<file path="src/rtl/alu_pkg.sv">
`default_nettype none
// ============================================================================
// Module      : alu_pkg
// Description : Shared opcode constants, sequencer state encoding and default
//               datapath widths for the sequential ALU controller.
// Revision    : 1.0 - initial release
// ============================================================================
package alu_pkg;

    // Default widths: result is twice the operand width so mul fits.
    localparam int OPW_DEFAULT  = 3;
    localparam int RESW_DEFAULT = 2 * OPW_DEFAULT;

    // Opcode encoding; bit 1 set selects the iterative (mul/div) datapath.
    localparam logic [1:0] OP_ADD = 2'b00;
    localparam logic [1:0] OP_SUB = 2'b01;
    localparam logic [1:0] OP_MUL = 2'b10;
    localparam logic [1:0] OP_DIV = 2'b11;

    // Sequencer states.
    typedef enum logic [1:0] {
        ST_IDLE = 2'd0,
        ST_LOAD = 2'd1,
        ST_EXEC = 2'd2,
        ST_DONE = 2'd3
    } state_t;

endpackage : alu_pkg
`default_nettype wire

</file>
<file path="src/rtl/seq_muldiv.sv">
`default_nettype none
// ============================================================================
// Module      : seq_muldiv
// Description : Iterative unsigned multiply (shift-add, LSB first) and
//               restoring divide (MSB first), one bit per step. The partial
//               output is the value the datapath will hold once the step in
//               progress completes, so the controller can capture the final
//               answer on the same edge as the last step.
// Revision    : 1.0 - initial release
// ============================================================================
module seq_muldiv
    import alu_pkg::*;
#(
    parameter int OPW  = OPW_DEFAULT,
    parameter int RESW = 2 * OPW
) (
    input  logic            clk,
    input  logic            rst,
    input  logic [OPW-1:0]  op_a,
    input  logic [OPW-1:0]  op_b,
    input  logic            div_mode,
    input  logic            clear,
    input  logic            step,
    output logic [RESW-1:0] partial
);

    // Multiply state: accumulator, shifted multiplicand, consumed multiplier.
    logic [RESW-1:0] r_acc;
    logic [RESW-1:0] r_mcand;
    logic [OPW-1:0]  r_mplier;
    // Divide state: running remainder and dividend/quotient shift register.
    logic [OPW-1:0]  r_rem;
    logic [OPW-1:0]  r_quo;

    logic [RESW-1:0] w_acc_nxt;
    logic [OPW:0]    w_rem_sh;
    logic            w_fits;
    logic [OPW-1:0]  w_rem_nxt;
    logic [OPW-1:0]  w_quo_nxt;

    // Next-step values for both algorithms.
    always_comb begin
        w_acc_nxt = r_mplier[0] ? (r_acc + r_mcand) : r_acc;
        // Bring down the next dividend bit; one extra bit avoids overflow.
        w_rem_sh  = {r_rem, r_quo[OPW-1]};
        w_fits    = (w_rem_sh >= {1'b0, op_b});
        w_rem_nxt = w_fits ? OPW'(w_rem_sh - {1'b0, op_b}) : w_rem_sh[OPW-1:0];
        w_quo_nxt = {r_quo[OPW-2:0], w_fits};
        partial   = div_mode ? RESW'({w_rem_nxt, w_quo_nxt}) : w_acc_nxt;
    end

    // Load operands on clear, advance one bit per step.
    always_ff @(posedge clk or negedge rst) begin
        if (!rst) begin
            r_acc    <= '0;
            r_mcand  <= '0;
            r_mplier <= '0;
            r_rem    <= '0;
            r_quo    <= '0;
        end else if (clear) begin
            r_acc    <= '0;
            r_mcand  <= RESW'(op_a);
            r_mplier <= op_b;
            r_rem    <= '0;
            r_quo    <= op_a;
        end else if (step) begin
            if (div_mode) begin
                r_rem <= w_rem_nxt;
                r_quo <= w_quo_nxt;
            end else begin
                r_acc    <= w_acc_nxt;
                r_mcand  <= r_mcand << 1;
                r_mplier <= r_mplier >> 1;
            end
        end
    end

endmodule : seq_muldiv
`default_nettype wire

</file>
<file path="src/rtl/alu_seq_ctrl.sv">
`default_nettype none
// ============================================================================
// Module      : alu_seq_ctrl
// Description : Sequenced unsigned ALU. Accepts one operation per start in
//               IDLE, runs LOAD -> EXEC -> DONE and pulses done one cycle
//               after DONE. Add/sub are single-cycle here; mul/div step the
//               seq_muldiv datapath for OPW cycles. All outputs registered.
// Revision    : 1.0 - initial release
// ============================================================================
module alu_seq_ctrl
    import alu_pkg::*;
#(
    parameter int OPW  = OPW_DEFAULT,
    parameter int RESW = 2 * OPW
) (
    input  logic            clk,
    input  logic            rst,
    input  logic            start,
    input  logic [OPW-1:0]  portA,
    input  logic [OPW-1:0]  portB,
    input  logic [1:0]      opcode,
    output logic            busy,
    output logic            done,
    output logic [RESW-1:0] result,
    output logic            signo,
    output logic            err
);

    localparam int                c_cnt_w    = (OPW > 1) ? $clog2(OPW) : 1;
    localparam logic [c_cnt_w-1:0] c_cnt_last = c_cnt_w'(OPW - 1);

    state_t             r_state;
    logic [OPW-1:0]     r_a;
    logic [OPW-1:0]     r_b;
    logic [1:0]         r_op;
    logic [c_cnt_w-1:0] r_cnt;
    logic [RESW-1:0]    r_result;
    logic               r_signo;
    logic               r_err;
    logic               r_busy;
    logic               r_done;

    logic [RESW-1:0]    w_sum;
    logic [RESW-1:0]    w_absdiff;
    logic               w_a_lt_b;
    logic [RESW-1:0]    w_md_partial;
    logic               w_md_clear;
    logic               w_md_step;

    // Single-cycle add/sub datapath and mul/div stepping controls.
    always_comb begin
        w_a_lt_b   = (r_a < r_b);
        w_sum      = RESW'(r_a) + RESW'(r_b);
        w_absdiff  = w_a_lt_b ? RESW'(r_b - r_a) : RESW'(r_a - r_b);
        w_md_clear = (r_state == ST_LOAD);
        w_md_step  = (r_state == ST_EXEC) && r_op[1];
    end

    seq_muldiv #(
        .OPW  (OPW),
        .RESW (RESW)
    ) u_muldiv (
        .clk      (clk),
        .rst      (rst),
        .op_a     (r_a),
        .op_b     (r_b),
        .div_mode (r_op == OP_DIV),
        .clear    (w_md_clear),
        .step     (w_md_step),
        .partial  (w_md_partial)
    );

    // Sequencer with registered status/result; outputs change only at the
    // end of an operation so they stay stable while idle.
    always_ff @(posedge clk or negedge rst) begin
        if (!rst) begin
            r_state  <= ST_IDLE;
            r_a      <= '0;
            r_b      <= '0;
            r_op     <= OP_ADD;
            r_cnt    <= '0;
            r_result <= '0;
            r_signo  <= 1'b0;
            r_err    <= 1'b0;
            r_busy   <= 1'b0;
            r_done   <= 1'b0;
        end else begin
            r_done <= 1'b0;
            case (r_state)
                ST_IDLE: begin
                    if (start) begin
                        r_a     <= portA;
                        r_b     <= portB;
                        r_op    <= opcode;
                        r_busy  <= 1'b1;
                        r_state <= ST_LOAD;
                    end
                end
                ST_LOAD: begin
                    r_cnt <= '0;
                    // Divide by zero short-circuits straight to DONE.
                    if ((r_op == OP_DIV) && (r_b == '0)) begin
                        r_result <= '0;
                        r_signo  <= 1'b0;
                        r_err    <= 1'b1;
                        r_state  <= ST_DONE;
                    end else begin
                        r_state <= ST_EXEC;
                    end
                end
                ST_EXEC: begin
                    if (!r_op[1]) begin
                        r_result <= (r_op == OP_SUB) ? w_absdiff : w_sum;
                        r_signo  <= (r_op == OP_SUB) && w_a_lt_b;
                        r_err    <= 1'b0;
                        r_state  <= ST_DONE;
                    end else if (r_cnt == c_cnt_last) begin
                        r_result <= w_md_partial;
                        r_signo  <= 1'b0;
                        r_err    <= 1'b0;
                        r_state  <= ST_DONE;
                    end else begin
                        r_cnt <= r_cnt + 1'b1;
                    end
                end
                ST_DONE: begin
                    r_done  <= 1'b1;
                    r_busy  <= 1'b0;
                    r_state <= ST_IDLE;
                end
                default: begin
                    r_busy  <= 1'b0;
                    r_state <= ST_IDLE;
                end
            endcase
        end
    end

    assign busy   = r_busy;
    assign done   = r_done;
    assign result = r_result;
    assign signo  = r_signo;
    assign err    = r_err;

endmodule : alu_seq_ctrl
`default_nettype wire

</file>
<file path="config.mk">
export PLATFORM = sky130hd
export DESIGN_NAME = alu_seq_ctrl
export DESIGN_NICKNAME = d
export VERILOG_FILES = /design/src/rtl/alu_pkg.sv /design/src/rtl/seq_muldiv.sv /design/src/rtl/alu_seq_ctrl.sv
export SDC_FILE = /design/constraint.sdc
export NUM_CORES = 1
export LEC_CHECK = 0
export ABC_AREA = 1
export CAP_MARGIN = 25
export CELL_PAD_IN_SITES_DETAIL_PLACEMENT = 1
export CELL_PAD_IN_SITES_GLOBAL_PLACEMENT = 2
export CORE_MARGIN = 5
export CORE_UTILIZATION = 35
export CTS_BUF_LIST = sky130_fd_sc_hd__clkbuf_16
export CTS_CLUSTER_DIAMETER = 60
export CTS_CLUSTER_SIZE = 16
export DETAILED_ROUTE_END_ITERATION = 10
export MAX_ROUTING_LAYER = met4
export PLACE_DENSITY = 0.8
export REMOVE_ABC_BUFFERS = 1
export SETUP_SLACK_MARGIN = 0.4
export SLEW_MARGIN = 20
export SYNTH_ARGS = -nofsm -noshare
export SYNTH_HDL_FRONTEND = slang
export SYNTH_HIERARCHICAL = 1
export SYNTH_SLANG_ARGS = --single-unit
</file>
<file path="constraint.sdc">
create_clock -name clk -period 2.9 [get_ports clk]
set_input_delay 0.725 -clock clk [delete_from_list [all_inputs] [get_ports clk]]
set_output_delay 0.725 -clock clk [all_outputs]
set_load 0.05 [all_outputs]
</file>
==> results.md, run 1 <==
- Relative to the synthesized area, the layout overhead comes to 17.0%.
- The number of synthesized register bits is 43.
- The share of cells above drive strength 1 is 0.107.
- The proportion of synthesized chip area in sequential cells is 0.384.
- The largest voltage drop on the vdd net is between 0.4 and 0.5 mV.
- The max-slew violation count is 0.
- Routability-driven placement finished with a final weighted congestion of about 0.77.
- The antenna diode count is 0.
- The remaining global-route overflow is 0.
- The number of distinct library cells after synthesis is 37.
- The data arrival at the endpoint of the critical path is 2.48 ns.
- For this design the static power due to leakage is between 1.5 and 2 nW.
- The number of setup buffers added after CTS is 0.
- The fmax is roughly 430 MHz.
- The largest buffer count on any clock path is 2.
- The number of global-route vias before repair is 2,559.
- The number of remaining DRC errors is 0.
- Synthesis handed over a netlist of 349 instances.
- The overall die area is 9900 um^2.
- The post-synthesis async set-or-reset flop share is 1.00.
- The first-pass GRT wire length is 12,700 um.
- The die span in y is approximately 99 um.
- The worst clock skew is slightly above 0.004 ns.
- During synthesis, Yosys emitted a total of 6 warnings.
- For this design the top-level I/O count stands at 21.
- In the final layout, flip-flops and latches occupy approximately 1100 um^2.
- The first-pass iteration count of the detailed router is 4.
- The insertion delay of the later-clocked pin in the worst-skew pair is 0.29 ns.
- Yosys attributes the largest share of cell area to sky130_fd_sc_hd__dfrtp_1 (38%), sky130_fd_sc_hd__nand2_1 (12%), sky130_fd_sc_hd__ha_1 (9.8%), sky130_fd_sc_hd__inv_1 (7.0%), sky130_fd_sc_hd__o21ai_0 (4.5%).
- At the worst endpoint, the required time is 3.07 ns.
- The setup total negative slack is 0 ns.
- The number of synthesized flops with an enable pin is 0.
- The all-layer global routing usage is 0.167.
- From left edge to right edge, the die measures between 90 and 100 um.
- The category of the most critical setup path is reg -> reg.
- Setup violations remaining at the end of the flow were counted as 0.
- The area taken by multi-input logic gates is 1460 um^2.
- The via count is approximately 2,300.
- The clock sink total is 43.
- Measured against its own limit, the worst slew margin works out to 0.665.
- The H-tree was split into 2 levels.
- In this run the core area contains 32 standard-cell rows.
- The final-layout fill cell count is 964.
- The actual slew at the worst max-slew pin is 0.500 ns.
- The final-report hold violation count is 0.
- The routed wire length is 7260 um.
- The tool flagged a number of max-cap violations equal to 0.
- In this run, post-CTS repair resized a total of 0 instances.
- The cell chosen for the clock root is sky130_fd_sc_hd__clkbuf_16.
- For this run, the leading register cell type out of synthesis is sky130_fd_sc_hd__dfrtp_1.
- A synthesized cell averages 8.03 um^2.
- The number of buffers inserted by port buffering is 20.
- Dividing the final minimum period by the clock period gives 0.798.
- The number of hold buffers added after CTS was 0.
- In the final design database the tool counted 412 nets.
- The critical path launch point type is a flip-flop.
- After clock tree synthesis, the clock-pin slew on the worst setup and hold paths is 0.06 ns.
- For this run, the slowest stage of the critical path takes 0.47 ns.
- Once detailed placement completed, the half-perimeter wirelength came to 5700 um.
- The run finished with clean final reports.
- The length in cells of the worst reg-to-reg path is 11.
- Summed over all instances, the cell type with the most area after synthesis is sky130_fd_sc_hd__dfrtp_1.
- Power spread over the standard cell area amounts to 1230 nW/um^2.
- In the routed layout, each cell is associated on average with a via count of 4.90.
- In this run the worst path has a maximum fanout of 5.
- Setup repair after global routing left no endpoint under its margin.
- The class of the tightest hold or removal check is in -> async.
- The shortest clock period the worst path allows after layout is 2.31 ns.
- The critical path's slowest cell is sky130_fd_sc_hd__fa_1.
- The kind of end point of the critical path is a flip-flop.
- The mapped cell area is 2800 um^2.
- The area share of the largest cell type after synthesis is 0.384.
- The most frequent cell on the critical path is sky130_fd_sc_hd__inv_1.
- The clock tree from TritonCTS is built.
- The number of nets with antenna violations after detailed routing is 0.
- The first-iteration detailed-routing DRC count is 97.
- The floorplan step defined a core boundary enclosing approximately 7800 um^2.
- The initial antenna violation count was 0.
- Hold is met by 0.363 ns.
- The routed wirelength normalized by instance count is 15.3 um.
- The critical path goes through inv_1 -> ha_1 -> inv_1 -> fa_1 -> fa_1 -> nand2_1 -> inv_1 -> nor2_1 -> nand2_1 -> a21oi_1 -> o21ai_2.
- Entering global routing, the biggest net connects 28 pins.
- For this configuration, the core starts out at a cell density of 0.361.
- The number of buffers added by the clock tree synthesis step is 5.
-- per-layer routing --
metal	wire, um	up-vias	part of all wire	track usage
li1	-	1163	-	-
met1	3310	1141	0.46	0.206
met2	3730	22	0.51	0.289
met3	152	5	0.021	0.0231
met4	66	0	0.0091	0.0410
met5	0	-	0	-
-- cell usage in the layout, fill, tap and decap left out, types with 2 or more instances in the layout --
cell,instances
sky130_fd_sc_hd__nand2_1,92
sky130_fd_sc_hd__inv_1,52
sky130_fd_sc_hd__dfrtp_1,43
sky130_fd_sc_hd__o21ai_0,25
sky130_fd_sc_hd__nand3_1,24
sky130_fd_sc_hd__ha_1,22
sky130_fd_sc_hd__clkdlybuf4s50_1,19
sky130_fd_sc_hd__nor2_1,15
sky130_fd_sc_hd__a21oi_1,9
sky130_fd_sc_hd__o21ai_1,7
sky130_fd_sc_hd__fa_1,6
sky130_fd_sc_hd__nand2_2,5
sky130_fd_sc_hd__clkbuf_16,5
sky130_fd_sc_hd__inv_2,4
sky130_fd_sc_hd__nand4_1,4
sky130_fd_sc_hd__o22ai_1,4
sky130_fd_sc_hd__nor2_2,3
sky130_fd_sc_hd__or2_1,3
sky130_fd_sc_hd__o21ai_2,3
sky130_fd_sc_hd__o221ai_1,3
sky130_fd_sc_hd__nand3_2,2
sky130_fd_sc_hd__clkinv_4,2
sky130_fd_sc_hd__buf_4,2
sky130_fd_sc_hd__nand2_4,2
sky130_fd_sc_hd__inv_4,2
sky130_fd_sc_hd__o211ai_1,2
-- path summary, 6_finish.rpt --
check	startpoint	slack (ns)	endpoint
min in group clk	u_muldiv/r_mplier[2]	0.49	u_muldiv/r_mplier[2]
setup reg to reg	r_a[0]	0.59	result[2]
hold reg to reg	u_muldiv/r_mplier[2]	0.49	u_muldiv/r_mplier[2]
max in group asynchronous	rst	1.81	u_muldiv/r_rem[1]
setup / recovery	r_a[0]	0.59	result[2]
hold / removal	rst	0.36	r_state[1]
-- cells by family (layout without fill, tap and decap cells) --
group / Yosys count / count (layout) / synth area share
XOR/XNOR: 1 / 1 / 0.00313
adder cells (fa/ha/maj): 28 / 28 / 0.141
AO/OA/AOI/OAI: 58 / 58 / 0.126
buffers and inverters: 64 / 89 / 0.0937
flip-flops: 43 / 43 / 0.384
AND/OR/NAND/NOR: 155 / 155 / 0.252
-- synth_stat cells (2+ instances only) --
master and instances:
sky130_fd_sc_hd__a21oi_1 9, sky130_fd_sc_hd__buf_2 3, sky130_fd_sc_hd__dfrtp_1 43, sky130_fd_sc_hd__fa_1 6, sky130_fd_sc_hd__ha_1 22, sky130_fd_sc_hd__inv_1 52, sky130_fd_sc_hd__inv_2 4, sky130_fd_sc_hd__inv_4 2
sky130_fd_sc_hd__nand2_1 92, sky130_fd_sc_hd__nand2_2 5, sky130_fd_sc_hd__nand2_4 2, sky130_fd_sc_hd__nand3_1 24, sky130_fd_sc_hd__nand3_2 2, sky130_fd_sc_hd__nand4_1 4, sky130_fd_sc_hd__nor2_1 15, sky130_fd_sc_hd__nor2_2 3
sky130_fd_sc_hd__o211ai_1 2, sky130_fd_sc_hd__o21ai_0 25, sky130_fd_sc_hd__o21ai_1 7, sky130_fd_sc_hd__o21ai_2 3, sky130_fd_sc_hd__o221ai_1 3, sky130_fd_sc_hd__o22ai_1 4, sky130_fd_sc_hd__or2_1 3
-- critical path, delay by kind of cell, from the launching register on --
kind,cells,cell delay (ns)
compound gates,2,0.34
fa+ha+maj,3,1.01
buf+inv,3,0.20
flops,1,0.42
simple gates,3,0.23
-- per-stage QoR --
step	worst slack, ns	utilization	instance area, um^2	power [mW]	instances
3_3_place_gp	0.605	0.400	3110	3.38	468
3_5_place_dp	0.623	0.400	3110	3.41	468
5_1_grt	0.433	0.422	3280	4.45	476
2_1_floorplan	0.904	-	2770	2.72	344
6_report	0.587	0.422	3280	4.03	476
4_1_cts	0.599	0.422	3280	4.10	476
-- flip-flops by register name, summed over array words and instances (netlist names), 2 cells and up --
name / flops
r_a: 3
r_b: 3
r_cnt: 2
r_op: 2
r_state: 2
result: 6
u_muldiv/r_acc: 6
u_muldiv/r_mcand: 6
u_muldiv/r_mplier: 3
u_muldiv/r_quo: 3
u_muldiv/r_rem: 3
-- where the power goes --
| part | switching [mW] | total (mW) | internal, mW |
|---|---|---|---|
| registers | 0.234 | 1.07 | 0.838 |
| clock network | 0.247 | 0.654 | 0.407 |
| logic | 1.51 | 2.30 | 0.798 |
-- area by class of cell --
cell class | count | area share
Inverter | 59 | 0.0706
Clock buffer | 5 | 0.0382
Timing Repair Buffer | 22 | 0.0641
Clock inverter | 3 | 0.0134
Sequential cell | 43 | 0.328
Multi-Input combinational cell | 242 | 0.447
Tap cell | 102 | 0.0389
Power figures use the tool's default switching activity.
==> run 2, diff against run 1 <==
Clock period 2.9 ns to 2.3 ns, I/O delays scaled along.
==> run 2 against run 1 <==
  * Worst setup slack worse by 0.31 ns
  * Flip-flop and latch count unchanged
  * Clock power up 5.7%
  * Largest cell class unchanged
  * Clock skew is 0.00076 ns higher
  * Via count is 1.9% higher
  * Largest power group unchanged
  * Critical endpoint is now result[5]
==> results.md, run 2 (synthesized netlist as in run 1, its figures left out) <==
- The relative max-transition margin is 0.599 (was 0.665).
- The routed wire length is 7340 um (was 7260 um).
- The post-placement worst setup slack came to 0.00900 ns (was 0.623 ns).
- The remaining global-route overflow is 0 (unchanged).
- The clock network power share is 0.128 (was 0.162).
- The clock tree from TritonCTS is built (unchanged).
- The antenna diode count is 0 (unchanged).
- The first-pass iteration count of the detailed router is 4 (unchanged).
- The first-iteration detailed-routing DRC count is 56 (was 97).
- The actual slew at the worst max-slew pin is 0.601 ns (was 0.500 ns).
- The starting density of the core is 0.361 (unchanged).
- The insertion delay of the later-clocked pin in the worst-skew pair is 0.28 ns (was 0.29 ns).
- The overall die area is 9900 um^2 (unchanged).
- The die span in y is 99.5 um (unchanged).
- The area overhead of the layout relative to synthesis is 24.2% (was 17.0%).
- The final-layout fill cell count is 952 (was 964).
- The routed wirelength normalized by instance count is 14.8 um (was 15.3 um).
- The met2 wire length is 3690 um (was 3730 um).
- RSZ-0062 raised after global routing: true (was false).
- The half-perimeter wire length of the detailed placement result is 5720 um (was 5700 um).
- The internal power is 2.77 mW (was 2.04 mW).
- The switching power came to 2.64 mW (was 1.99 mW).
- Result of the run: finished clean (unchanged).
- The fraction of power consumed by combinational cells is 0.629 (was 0.572).
- The number of remaining DRC errors is 0 (unchanged).
- The initial antenna violation count is 0 (unchanged).
- The largest voltage drop on the vdd net was 0.649 mV (was 0.466 mV).
- The maximum level of the CTS H-tree was 2 (unchanged).
- The largest buffer count on any clock path is 2 (unchanged).
- The via count was 2,376 (was 2,331).
- The commonest non-fill, non-tap cell in the layout is sky130_fd_sc_hd__nand2_1 (unchanged).
- The final net count came to 432 (was 412).
- The share of cells above drive strength 1 is 0.211 (was 0.107).
- The final worst setup slack is 0.279 ns (was 0.587 ns).
- The net switching share of the total power came to 0.488 (was 0.493).
- The die width is 99.5 um (unchanged).
- The number of buffers inserted by port buffering is 20 (unchanged).
- The data required time of the worst path is 2.47 ns (was 3.07 ns).
- The final period utilization is 0.879 (was 0.798).
- The top-level I/O count is 21 (unchanged).
- The met1 routed wirelength after detailed routing is 3480 um (was 3310 um).
- The final count of negative-setup-slack endpoints is 0 (unchanged).
- The final-report hold violation count is 0 (unchanged).
- The max-slew violation count is 0 (unchanged).
- The placement row count is 32 (unchanged).
- The max-capacitance violation count is 0 (unchanged).
- The fmax is 495 MHz (was 432 MHz).
- The power per standard cell area is 1550 nW/um^2 (was 1230 nW/um^2).
- The number of global-route vias before repair is 2,483 (was 2,559).
- The data arrival at the endpoint of the critical path came to 2.19 ns (was 2.48 ns).
- The cell chosen for the clock root is sky130_fd_sc_hd__clkbuf_16 (unchanged).
- The static power due to leakage is 1.74 nW (was 1.61 nW).
- The worst clock skew is 0.00482 ns (was 0.00406 ns).
- The critical path launch point type was a flip-flop (unchanged).
- The total length of routed met3 wires is 126 um (was 152 um).
- The number of nets with antenna violations after detailed routing is 0 (unchanged).
- The all-layer global routing usage was 0.160 (was 0.167).
- The post-detailed-placement cell area is 3150 um^2 (was 3110 um^2).
- The pin count of the biggest net entering global routing is 25 (was 28).
- The setup total negative slack is 0 ns (unchanged).
- The global placement routability congestion is 0.796 (was 0.768).
- The clock transition time at the flip-flop clock pins of the worst setup and hold paths is 0.06 ns (about the same).
- The fraction of power consumed by sequential logic is 0.243 (was 0.266).
- The clock sink total is 43 (unchanged).
- The shortest clock period the worst path allows after layout is 2.02 ns (was 2.31 ns).
- The first-pass GRT wire length was 12,200 um (was 12,700 um).
- The number of vias per cell is 4.79 (was 4.90).
- The category of the most critical setup path was reg -> reg (unchanged).
- The class of the tightest hold or removal check is in -> async (unchanged).
- The area of the core region is 7770 um^2 (unchanged).
- Commonest cells after routing, fill and taps aside: sky130_fd_sc_hd__nand2_1 (91), sky130_fd_sc_hd__inv_1 (46), sky130_fd_sc_hd__dfrtp_1 (42) (was sky130_fd_sc_hd__nand2_1 (92), sky130_fd_sc_hd__inv_1 (52), sky130_fd_sc_hd__dfrtp_1 (43)).
- The top routing layer in use was met4 (unchanged).
- The kind of end point of the critical path is a flip-flop (unchanged).
- The largest fanout on the critical path is 5 (unchanged).
- The number of buffers added by the clock tree synthesis step is 5 (unchanged).
- The post-route cell area is 3480 um^2 (was 3280 um^2).
- The worst hold margin came to 0.300 ns (was 0.363 ns).
==> run 2: cell types whose count changed in the layout (fill, tap and decap cells not counted), sizes merged <==
cell / before / now
bufinv: 1 / 0
clkinv: 3 / 4
clkdlybuf4s50: 19 / 9
dlygate4sd2: 0 / 10
buf: 3 / 23
==> run 2: final timing paths <==
check                       start   endpoint  slack, ns  cells past startpoint
hold / removal                rst       busy       0.30                      1
setup / recovery           r_a[0]  result[5]       0.28                     11
max in group asynchronous     rst  result[3]       1.40                      2
setup reg to reg           r_a[0]  result[5]       0.28                     11
hold reg to reg               err        err       0.49                      2
min in group clk              err        err       0.49                      2
==> run 2: per-layer routing <==
metal | vias up | GRT usage
met4 | 0 | 0.0294
li1 | 1201 | -
met5 | - | -
met1 | 1150 | 0.198
met3 | 4 | 0.0231
met2 | 21 | 0.278
==> run 2: what timing repair did <==
action                                  4_1_cts  5_1_grt
endpoints found under the setup margin       19        6
hold buffers                                  0        0
setup buffers                                 7        7
pin swaps                                    11       12
endpoints found under the hold margin         0        0
gates resized for setup                      34        5
==> run 2: through the flow <==
step | total power, mW | util | cells
after CTS | 5.34 | 0.438 | 489
after detailed placement | 4.36 | 0.406 | 474
final | 5.41 | 0.448 | 496
after global placement | 4.32 | 0.406 | 474
after global routing | 5.91 | 0.448 | 496
after floorplan | 3.44 | - | 344
==> run 2: final cells by class <==
class | instances | area [um^2] | share of cell area
Sequential cell | 43 | 1080 | 0.309
Inverter | 59 | 231 | 0.0665
Tap cell | 102 | 128 | 0.0367
Multi-Input combinational cell | 242 | 1550 | 0.446
Clock buffer | 5 | 125 | 0.0359
Timing Repair Buffer | 42 | 352 | 0.101
Clock inverter | 3 | 15.0 | 0.00431
==> run 2: critical path, cell delays in order (launching register included) <==
cell and delay, ns:
sky130_fd_sc_hd__dfrtp_1 0.39, sky130_fd_sc_hd__inv_2 0.09, sky130_fd_sc_hd__ha_4 0.13, sky130_fd_sc_hd__inv_2 0.04, sky130_fd_sc_hd__fa_2 0.34, sky130_fd_sc_hd__fa_2 0.43
sky130_fd_sc_hd__nand3_2 0.10, sky130_fd_sc_hd__nor2_1 0.04, sky130_fd_sc_hd__nand2_1 0.09, sky130_fd_sc_hd__nand3_2 0.10, sky130_fd_sc_hd__nand3_1 0.11, sky130_fd_sc_hd__nand2_1 0.05
==> run 2: power groups by stage <==
stage	combinational, mW	sequential, mW	clock [mW]
after floorplan	1.94	1.49	0
after global placement	3.01	1.31	0
after detailed placement	3.04	1.32	0
after CTS	3.31	1.31	0.715
after global routing	3.80	1.36	0.745
final	3.40	1.32	0.691
==> run 3, diff against run 2 <==
Settings changed: CORE_UTILIZATION 35 to 38, DONT_BUFFER_PORTS from default to 1, SLEW_MARGIN 20 to default.
==> run 3 against run 2 <==
  * Final area is 5.9% lower
  * Clock power up 2%
  * First-iteration DRC count increased by 1.8%
  * Flip-flop and latch count unchanged
  * Core utilization increased by 0.59 points
  * Sequential power grew 16%
  * Hold slack lost 0.18 ns
  * Die area decreased by 7.1%
  * Maximum frequency is 0.49% lower
  * Highest routed layer unchanged
==> results.md, run 3 (synthesized netlist as in run 1, its figures left out) <==
- The remaining global-route overflow is 0 (unchanged).
- The fmax is 492 MHz (was 495 MHz).
- The data arrival at the endpoint of the critical path is 2.21 ns (was 2.19 ns).
- The cell chosen for the clock root is sky130_fd_sc_hd__clkbuf_16 (unchanged).
- The kind of end point of the critical path is a flip-flop (unchanged).
- The class of the tightest hold or removal check is in -> async (unchanged).
- Result of the run: finished clean (unchanged).
- The die width is 95.9 um (was 99.5 um).
- The filler-free cell count of the finished design is 466 (was 496).
- The kind of cell adding the most delay to the critical path is adder cells (unchanged).
- The max-capacitance violation count is 0 (unchanged).
- The die span in y came to 95.9 um (was 99.5 um).
- The static power due to leakage is 1.61 nW (was 1.74 nW).
- The number of buffers added by the clock tree synthesis step is 5 (unchanged).
- The routed wirelength normalized by instance count is 15.0 um (was 14.8 um).
- The relative max-transition margin was 0.657 (was 0.599).
- The placement row count is 31 (was 32).
- The worst clock skew was 0.00605 ns (was 0.00482 ns).
- The clock sink total is 43 (unchanged).
- The insertion delay of the later-clocked pin in the worst-skew pair was 0.29 ns (was 0.28 ns).
- The first-iteration detailed-routing DRC count is 57 (was 56).
- The all-layer global routing usage came to 0.174 (was 0.160).
- The critical path launch point type is a flip-flop (unchanged).
- The commonest non-fill, non-tap cell in the layout is sky130_fd_sc_hd__nand2_1 (unchanged).
- The half-perimeter wire length of the detailed placement result is 5450 um (was 5720 um).
- The worst hold margin was 0.122 ns (was 0.300 ns).
- The critical path buffer and inverter count is 2 (unchanged).
- The share of cells above drive strength 1 is 0.213 (was 0.211).
- The first-pass GRT wire length came to 11,900 um (was 12,200 um).
- The largest voltage drop on the vdd net came to 0.655 mV (was 0.649 mV).
- The starting density of the core came to 0.388 (was 0.361).
- The number of cells in the design after placement is 449 (was 474).
- The antenna diode count is 0 (unchanged).
- The via count is 2,255 (was 2,376).
- RSZ-0062 raised after global routing: true (unchanged).
- The most frequent cell on the critical path is sky130_fd_sc_hd__nand2_1.
- The largest fanout on the critical path is 4 (was 5).
- The initial antenna violation count is 0 (unchanged).
- The final net count is 405 (was 432).
- The setup total negative slack was 0 ns (unchanged).
- The post-route cell area is 3280 um^2 (was 3480 um^2).
- The routed wire length is 6970 um (was 7340 um).
- The global placement routability congestion is 0.857 (was 0.796).
- The final period utilization is 0.883 (was 0.879).
- The final count of negative-setup-slack endpoints is 0 (unchanged).
- The area overhead of the layout relative to synthesis is 16.9% (was 24.2%).
- Worst-path cell chain: ha_2 -> inv_2 -> fa_2 -> buf_4 -> xor2_1 -> nand2_4 -> o21ai_4 -> nand2_1 -> nand2_1 -> or2_1 -> nand3_2 -> nand2_1 (was inv_2 -> ha_4 -> inv_2 -> fa_2 -> fa_2 -> nand3_2 -> nor2_1 -> nand2_1 -> nand3_2 -> nand3_1 -> nand2_1).
- The final-layout fill cell count came to 901 (was 952).
- The data required time of the worst path is 2.48 ns (was 2.47 ns).
- The shortest clock period the worst path allows after layout is 2.03 ns (was 2.02 ns).
- The number of buffers inserted by port buffering came to 0 (was 20).
- The power per standard cell area is 1630 nW/um^2 (was 1550 nW/um^2).
- The pin count of the biggest net entering global routing was 44 (was 25).
- The number of vias per cell is 4.84 (was 4.79).
- The final-report hold violation count is 0 (unchanged).
- The actual slew at the worst max-slew pin is 0.514 ns (was 0.601 ns).
- The max-slew violation count is 0 (unchanged).
- Commonest cells after routing, fill and taps aside: sky130_fd_sc_hd__nand2_1 (90), sky130_fd_sc_hd__inv_1 (45), sky130_fd_sc_hd__dfrtp_1 (42) (was sky130_fd_sc_hd__nand2_1 (91), sky130_fd_sc_hd__inv_1 (46), sky130_fd_sc_hd__dfrtp_1 (42)).
- The critical path's slowest cell is sky130_fd_sc_hd__dfrtp_2 (was sky130_fd_sc_hd__fa_2).
- The category of the most critical setup path was reg -> reg (unchanged).
- The peak per-stage delay on the critical path is 0.42 ns (was 0.43 ns).
- The number of global-route vias before repair is 2,430 (was 2,483).
- The largest buffer count on any clock path is 2 (unchanged).
- The overall die area is 9190 um^2 (was 9900 um^2).
- The maximum level of the CTS H-tree is 2 (unchanged).
- The final worst setup slack is 0.269 ns (was 0.279 ns).
- The first-pass iteration count of the detailed router is 4 (unchanged).
- The clock tree from TritonCTS is built (unchanged).
- The post-detailed-placement cell area came to 2940 um^2 (was 3150 um^2).
- The number of nets with antenna violations after detailed routing is 0 (unchanged).
- The top-level I/O count came to 21 (unchanged).
- The post-placement worst setup slack is 0.00525 ns (was 0.00900 ns).
- The number of remaining DRC errors was 0 (unchanged).
- The area of the core region was 7210 um^2 (was 7770 um^2).
- The clock transition time at the flip-flop clock pins of the worst setup and hold paths is 0.06 ns (about the same).
## run 3: layer usage
| metal | wire length [um] | track usage | up-vias |
|---|---|---|---|
| li1 | - | - | 1148 |
| met1 | 3190 | 0.213 | 1084 |
| met2 | 3590 | 0.302 | 16 |
| met3 | 118 | 0.0274 | 7 |
| met4 | 66 | 0.0391 | 0 |
| met5 | 0 | - | - |
## run 3: worst paths after layout
path | start | end | slack [ns] | depth (start not counted)
worst max-delay path | r_b[0] | result[5] | 0.27 | 12
worst min-delay path | rst | u_muldiv/r_mcand[4] | 0.12 | 1
worst max register to register | r_b[0] | result[5] | 0.27 | 12
worst min register to register | u_muldiv/r_mplier[2] | u_muldiv/r_mplier[2] | 0.49 | 2
max in group asynchronous | rst | r_b[0] | 1.95 | 1
min in group clk | portB[2] | r_b[2] | 0.41 | 2
## run 3: worst register-to-register path, stage by stage, from the launching register on
cell	delay, ns
sky130_fd_sc_hd__dfrtp_2	0.42
sky130_fd_sc_hd__ha_2	0.19
sky130_fd_sc_hd__inv_2	0.04
sky130_fd_sc_hd__fa_2	0.36
sky130_fd_sc_hd__buf_4	0.15
sky130_fd_sc_hd__xor2_1	0.17
sky130_fd_sc_hd__nand2_4	0.09
sky130_fd_sc_hd__o21ai_4	0.06
sky130_fd_sc_hd__nand2_1	0.06
sky130_fd_sc_hd__nand2_1	0.04
sky130_fd_sc_hd__or2_1	0.23
sky130_fd_sc_hd__nand3_2	0.06
sky130_fd_sc_hd__nand2_1	0.05
## run 3: report_power, final
part           switching (mW)  internal, mW  total [mW]  leakage (nW)
logic                    1.88          1.22        3.11         0.984
clock network           0.303         0.400       0.703        0.0658
registers               0.479          1.05        1.53         0.559
total                    2.66          2.68        5.34          1.61
## run 3: per-stage QoR
stage                     total power [mW]  utilization
after global routing                  5.89        0.454
after global placement                4.15        0.408
final                                 5.34        0.454
after CTS                             5.15        0.440
after floorplan                       3.44            -
after detailed placement              4.21        0.408
## run 3: cell type report
type,count,area (um^2),share of cell area
flip-flops and latches,43,1080,0.329
clock inverters,3,20.0,0.00611
repair buffers,15,140,0.0428
clock buffers,5,125,0.0382
well taps,99,124,0.0378
multi-input cells,242,1560,0.476
inverters,59,231,0.0706
## run 3: timing repair
item	in CTS	in global routing
hold buffers	1	0
buffers inserted	4	4
hold endpoints to repair	43	0
gates resized for setup	15	21
endpoints found under the setup margin	7	11
pin swaps	14	16
